`src/rtl/mem_port_arbiter.sv`:
```
// Arbitrates one single-port memory between instruction fetch and MEM-stage load/store.
// Optional ack timeout with BusErr reporting is enabled by defining ARB_TIMEOUT_EN.
module mem_port_arbiter #(
  parameter int TIMEOUT_CYCLES = 16
) (
  input  logic        clk,
  input  logic        reset,
  input  logic        InstrReqF,
  input  logic [31:0] PCF,
  input  logic        FlushF,
  input  logic        MemReqM,
  input  logic        MemWriteM,
  input  logic [31:0] ALUResultM,
  input  logic [31:0] WriteDataM,
  output logic [31:0] InstrF,
  output logic        InstrValidF,
  output logic [31:0] ReadDataM,
  output logic        DataDoneM,
  output logic        StallF,
  output logic        StallM,
  output logic        mem_req,
  output logic        mem_we,
  output logic [31:0] mem_addr,
  output logic [31:0] mem_wdata,
  input  logic [31:0] mem_rdata,
  input  logic        mem_ack,
  output logic        BusErr
);

  typedef enum logic [1:0] {IDLE, FETCH, DATA, RESP} state_t;

  state_t state_reg, state_next;
  logic   drop_reg;
  logic   busy, timeout, done, grant_data, grant_fetch;

  assign busy        = (state_reg == FETCH) || (state_reg == DATA);
  assign grant_data  = (state_reg == IDLE) && MemReqM;
  assign grant_fetch = (state_reg == IDLE) && !MemReqM && InstrReqF && !FlushF;
  assign done        = busy && (mem_ack || timeout);

  assign StallF = InstrReqF & ~InstrValidF;
  assign StallM = MemReqM & ~DataDoneM;

`ifdef ARB_TIMEOUT_EN
  logic [7:0] cnt_reg;

  // Counter holds the number of completed wait cycles; the last one trips the timeout.
  assign timeout = busy && !mem_ack && (cnt_reg == 8'(TIMEOUT_CYCLES - 1));

  always_ff @(posedge clk) begin
    if (reset) begin
      cnt_reg <= 8'd0;
      BusErr  <= 1'b0;
    end else begin
      BusErr <= timeout;
      if (state_reg == IDLE)
        cnt_reg <= 8'd0;
      else if (busy && !mem_ack)
        cnt_reg <= cnt_reg + 8'd1;
    end
  end
`else
  assign timeout = 1'b0;
  assign BusErr  = 1'b0;
`endif

  always_ff @(posedge clk) begin
    if (reset)
      state_reg <= IDLE;
    else
      state_reg <= state_next;
  end

  always_comb begin
    state_next = state_reg;
    case (state_reg)
      IDLE: begin
        if (grant_data)
          state_next = DATA;
        else if (grant_fetch)
          state_next = FETCH;
      end
      FETCH, DATA: begin
        if (done)
          state_next = RESP;
      end
      default: state_next = IDLE;
    endcase
  end

  always_ff @(posedge clk) begin
    if (reset) begin
      mem_req     <= 1'b0;
      mem_we      <= 1'b0;
      mem_addr    <= 32'd0;
      mem_wdata   <= 32'd0;
      InstrF      <= 32'd0;
      ReadDataM   <= 32'd0;
      InstrValidF <= 1'b0;
      DataDoneM   <= 1'b0;
      drop_reg    <= 1'b0;
    end else begin
      InstrValidF <= 1'b0;
      DataDoneM   <= 1'b0;
      case (state_reg)
        IDLE: begin
          drop_reg <= 1'b0;
          if (grant_data) begin
            mem_req   <= 1'b1;
            mem_addr  <= ALUResultM;
            mem_we    <= MemWriteM;
            mem_wdata <= WriteDataM;
          end else if (grant_fetch) begin
            mem_req   <= 1'b1;
            mem_addr  <= PCF;
            mem_we    <= 1'b0;
            mem_wdata <= 32'd0;
          end
        end
        FETCH: begin
          if (FlushF)
            drop_reg <= 1'b1;
          if (done) begin
            mem_req <= 1'b0;
            // A flush in the ack cycle itself must also kill the response.
            if (!drop_reg && !FlushF) begin
              InstrValidF <= 1'b1;
              InstrF      <= timeout ? 32'd0 : mem_rdata;
            end
          end
        end
        DATA: begin
          if (done) begin
            mem_req   <= 1'b0;
            mem_we    <= 1'b0;
            DataDoneM <= 1'b1;
            if (!mem_we)
              ReadDataM <= timeout ? 32'd0 : mem_rdata;
          end
        end
        default: ;
      endcase
    end
  end

endmodule
```
`config.mk`:
```
export PLATFORM = sky130hd
export DESIGN_NAME = mem_port_arbiter
export DESIGN_NICKNAME = d
export VERILOG_FILES = /design/src/rtl/mem_port_arbiter.sv
export SDC_FILE = /design/constraint.sdc
export NUM_CORES = 1
export LEC_CHECK = 0
export BUFFER_PORTS_ARGS = -buffer_cell sky130_fd_sc_hd__buf_2
export CAP_MARGIN = 25
export CORE_UTILIZATION = 40
export DETAILED_ROUTE_END_ITERATION = 12
export GPL_TIMING_DRIVEN = 0
export PLACE_DENSITY_LB_ADDON = 0.08
export SLEW_MARGIN = 15
export SYNTH_ARGS = -nofsm -noshare
export SYNTH_HDL_FRONTEND = slang
export SYNTH_SLANG_ARGS = --single-unit
```
`constraint.sdc`:
```
create_clock -name clk -period 1.5 [get_ports clk]
set_input_delay 0.15 -clock clk [delete_from_list [all_inputs] [get_ports clk]]
set_output_delay 0.15 -clock clk [all_outputs]
set_load 0.005 [all_outputs]
```
**Word-level counts from Yosys, hierarchy flattened**

Index checks and enable logic that the tools add are counted.

- Reductions and logical operators: 25
- Div/mod/pow operators: 0
- $mul: 0
- Shift-type cells: 0
- Magnitude comparators: 0
- Bitwise gates (word level): 8
- Add/subtract/negate cells: 0
- Multiplexer cells: 19
- Equality and inequality tests: 6

Operators by type and width:

| kind | number |
|---|---|
| 2-to-1 mux 32 bit | 4 |
| AND reduction 3 bit | 4 |
| 2-to-1 mux 1 bit | 8 |
| nonzero test 2 bit | 4 |
| logical AND 1 bit | 6 |
| 2-to-1 mux 2 bit | 3 |
| inverter 1 bit | 6 |
| case mux 1 bit (2 select lines) | 3 |
| AND reduction 2 bit | 3 |
| inequality test 2 bit, second input constant | 2 |
| case mux 2 bit (2 select lines) | 1 |
| OR reduction 2 bit | 2 |
| zero test 1 bit | 3 |
| inequality test 3 bit, second input constant | 1 |
| OR reduction 3 bit | 1 |
| bitwise AND 1 bit | 2 |
| equality test 2 x 1 -> 1 bit, second input constant | 1 |
| equality test 2 bit, second input constant | 1 |
| zero test 2 bit | 1 |
| inequality test 2 x 1 -> 1 bit, second input constant | 1 |
| logical OR 1 bit | 1 |

- Memories: 0
- ROM bits: 0
- Latch bits: 0
- Bits of input ports: 135
- Bits in writable memories: 0
- Logic and storage cells: 68
- Bits in registers: 135

**Depth between registers and ports, before layout**

- Depth in word-level cells: 7
- Depth in mapped cells: 7
- Mapped depth without buffers: 5

**Worst setup path before layout**

Ideal clock, no wire load.

- Kind: reg2reg
- Start: register state_reg[0]
- End: register ReadDataM[2]
- Required time: 1.430 ns
- Path buffers: 1
- Path slack: 0.010 ns
- Stages on the path, launching flop included: 7
- Arrival time: 1.420 ns
- Path through: dfxtp_1 > inv_1 > ha_1 > nand4b_1 > clkbuf_1 > nand2_1 > a21oi_1

- Cells in the longest elaborated chain, start to end: 4

RTL lines:

| item | RTL line | RTL |
|---|---|---|
| from (decl) | 32 | `state_t state_reg, state_next;` |
| from (signal assigned) | 71 | `state_reg <= state_next;` |
| equality test 2 x 1 -> 1 bit / equality test 2 bit (equally long branches) | 36, 105 |  |
| logical OR 1 bit | 36 | `assign busy = (state_reg == FETCH) \|\| (state_reg == DATA);` |
| logical AND 1 bit | 39 | `assign done = busy && (mem_ack \|\| timeout);` |
| AND reduction 3 bit (no line) * | n/a |  |
| to (signal assigned) | 138 | `ReadDataM <= timeout ? 32'd0 : mem_rdata;` |
| to (decl) | 17 | `output logic [31:0] ReadDataM,` |

Mark *: on every way between the ends. The rest lies on a longest branch, timed or not.
A chain may end at the register's enable or synchronous reset.

**Worst setup path in the final report**

- Start: register state_reg[1]
- End: register ReadDataM[21]

Same word-level chain as after synthesis.

==> metrics.md <==
| Metric | Value |
|---|---|
| Status | `finished clean` |
| Total grt overflow | `0` |
| Post-DP HPWL | `~12000 um` |
| Post-Syn Area per Cell | `9.15 um2` |
| Worst setup SP type | `flop` |
| Vias in the first global route | `5560` |
| RSZ-0062 raised after global routing | `true` |
| Die Width | `approximately 120 um` |
| Commonest cells in the netlist | `dfxtp_1 (135), nand2_1 (134), a21oi_1 (100), mux2i_1 (34), a32o_1 (32)` |
| CP required | `between 1500 and 2000 ps` |
| Worst min path class | `in -> reg` |
| Most frequent cell after synthesis | `dfxtp_1` |
| 1st-iter DRT viols | `around 320` |
| CP Class | `reg -> reg` |
| R2R Path Start | `state_reg[1]$_SDFFE_PP0P_` |
| Sequential cell area | `about 0.0027 mm2` |
| Total wire length | `between 15000 and 20000 um` |
| Max-cap violations | `0` |
| Tightest Pin Transition | `562 ps` |
| Hold Path Origin | `ALUResultM[14]` |
| Dominant synthesized flop cell | `dfxtp_1` |
| Crit end category | `flop` |
| Post-Synth XOR/XNOR Area | `0` |
| Pwr/cell area | `1480 mW/mm2` |
| # IOs | `270` |
| Largest net degree at the start of global routing | `17` |
| Synth Instances | `slightly below 600` |
| YS warnings | `0` |
| Final setup vio count | `0` |
| Worst path arrival time | `1820 ps` |
| Synth top area share | `0.503` |
| Synth cell types | `36` |
| Clk buf depth | `2` |
| Lkg Pwr | `approximately 3.9 nW` |
| Clk_skew | `~6.3 ps` |
| DR DRC count | `0` |
| Worst slack, placed | `-390 ps` |
| First drt pass iteration count | `5` |
| Starting Density | `0.418` |
| Worst-path clk slew | `about 60 ps` |
| Minimum clock period | `approximately 1500 ps` |
| Rows | `just over 40` |
| Fmax | `a little under 700 MHz` |
| Largest family of logic cells by synthesized area | `compound AO/OA/AOI/OAI gates` |
| Die Ht | `118 um` |
| Initial antenna violation count | `1` |
| FF+latch count, synth | `135` |
| Post-synth top area cell | `dfxtp_1` |
| Num CTS Buffers | `17` |
| Mux cell area share after synthesis | `0.0633` |
| H-Tree Depth | `4` |
| CP Max Fanout | `10` |
| Clock sink total | `135` |
| Detailed-route via count | `5754` |
| Synth area leaders | `dfxtp_1 (50%), nand2_1 (9.4%), a21oi_1 (9.3%)` |
| Mapped cell area | `roughly 0.0054 mm2` |
| Placer Congestion | `0.786` |
| Via density | `approximately 5.1` |
| Max-slew violation count | `0` |
| First-pass GRT wire length | `approximately 27000 um` |
| Clock Root Buffer | `clkbuf_16` |
| PortBufs | `about 270` |
| Total track usage | `0.242` |
| Ant diodes | `0` |
| CP startpoint | `state_reg[1]$_SDFFE_PP0P_` |
| Per-cell routed wire length | `between 15 and 20 um` |
| Multi-input gate area | `approximately 0.0025 mm2` |
| Post-Synth Adder-Cell Area | `0.00931` |
| Synth Area in Compound Gates | `0.215` |
| Post-synth ARST share | `0` |
| Placed Cells | `~1000` |
| Area of the die | `between 0.01 and 0.015 mm2` |
| Core area | `0.0129 mm2` |
| Worst setup margin | `15.9 ps` |
| Sequential element share of the synthesized area | `0.503` |
| Antenna violation net count after detailed routing | `0` |
| CTS tree | `yes` |
| Final #Nets | `between 1000 and 1500` |
| Final std cells w/o fill | `roughly 1100` |
| Relative slew slack | `0.625` |
| Final hold vios | `0` |
| WHS | `between 20 and 25 ps` |
| Synth Area in Simple Gates | `0.154` |
| Synthesized Nets | `between 700 and 800` |
| Number of synthesized flops with an enable pin | `0` |
| Max IR drop VDD | `about 0.77 mV` |
| Clock latency at the later pin of the worst-skew pair | `about 400 ps` |
| Final period util | `0.989` |
| Fill count | `about 1100` |
| Area growth, synth to finish | `56.6%` |
| Share of post-route cells with drive strength above 1 | `0.407` |
-- worst max-delay path, stage by stage (launching register included) --
cell	delay [ps]
dfxtp_4	370
inv_2	60
ha_4	280
and4b_1	210
buf_6	140
buf_8	140
nand2_1	80
a21oi_2	140
-- per-stage QoR --
stage / util / instance area (um2) / total power, mW / TNS [ps]
2_1_floorplan: - / 5380 / 6.52 / 0
3_3_place_gp: 0.538 / 6930 / 7.74 / -13690
3_5_place_dp: 0.538 / 6930 / 7.84 / -19770
4_1_cts: 0.641 / 8260 / 12.3 / -105
5_1_grt: 0.654 / 8420 / 13.1 / -130
6_report: 0.654 / 8420 / 12.5 / 0
-- cell usage in the layout, fill, tap and decap left out, types with 4 or more instances in the layout --
cell           synthesis  layout
o311ai_1               1       6
buf_2                 23     278
clkbuf_4               0       4
dlygate4sd3_1          0      64
buf_6                  3      12
clkbuf_1              19      16
dfxtp_1              135     133
nand2_1              134     132
a21oi_2                0      10
a32o_1                32      32
clkbuf_16              0      17
o21ai_0                5       5
or2_1                 10      10
mux2i_1               34      33
or2_2                 21      21
buf_4                  7      10
clkbuf_8               0       4
o311ai_0              30      23
clkinv_2               0       4
a21oi_1              100      90
-- worst paths after layout --
check	endpoint	slack [ps]	cells after the start
max	ReadDataM[21]$_SDFFE_PP0P_	20	7
min	mem_addr[14]$_SDFFE_PP0P_	20	3
max reg2reg	ReadDataM[21]$_SDFFE_PP0P_	20	7
min reg2reg	InstrF[18]$_SDFFE_PP0P_	450	2
-- cell type report --
class | count | area share
Buffer | 52 | 0.0452
Clock buffer | 22 | 0.0551
Clock inverter | 9 | 0.0149
Inverter | 4 | 0.00208
Multi-Input combinational cell | 395 | 0.295
Sequential cell | 135 | 0.322
Tap cell | 172 | 0.0255
Timing Repair Buffer | 337 | 0.240
-- cell families (layout without fill, tap and decap cells) --
kind of cell / count (synthesis) / count (layout)
and+or+nand+nor: 183 / 183
AOI/OAI and AO/OA: 173 / 173
DFF: 135 / 135
buffers and inverters: 58 / 424
muxes: 34 / 34
adders and majority gates: 4 / 4
other: 1 / 1
-- layer usage --
layer,vias up,routed length (um),global-route usage
met1,2705,7300,0.287
li1,2797,-,-
met4,2,336,0.0929
met3,29,984,0.0586
met5,-,10,0
met2,221,8490,0.417
-- report_power, final --
group          internal, mW  switching [mW]
sequential             4.23           0.384
combinational          1.92            1.81
clock                  2.68            1.46
total                  8.83            3.65
-- what timing repair did --
item                                    CTS  global route
resized for setup                        25            58
hold buffers                             63             1
setup buffers                             5             1
hold endpoints to repair                 88             1
pin swaps                                 1             0
endpoints found under the setup margin  123           127
gates cloned                              0             0
(Power assumes the default switching activity.)
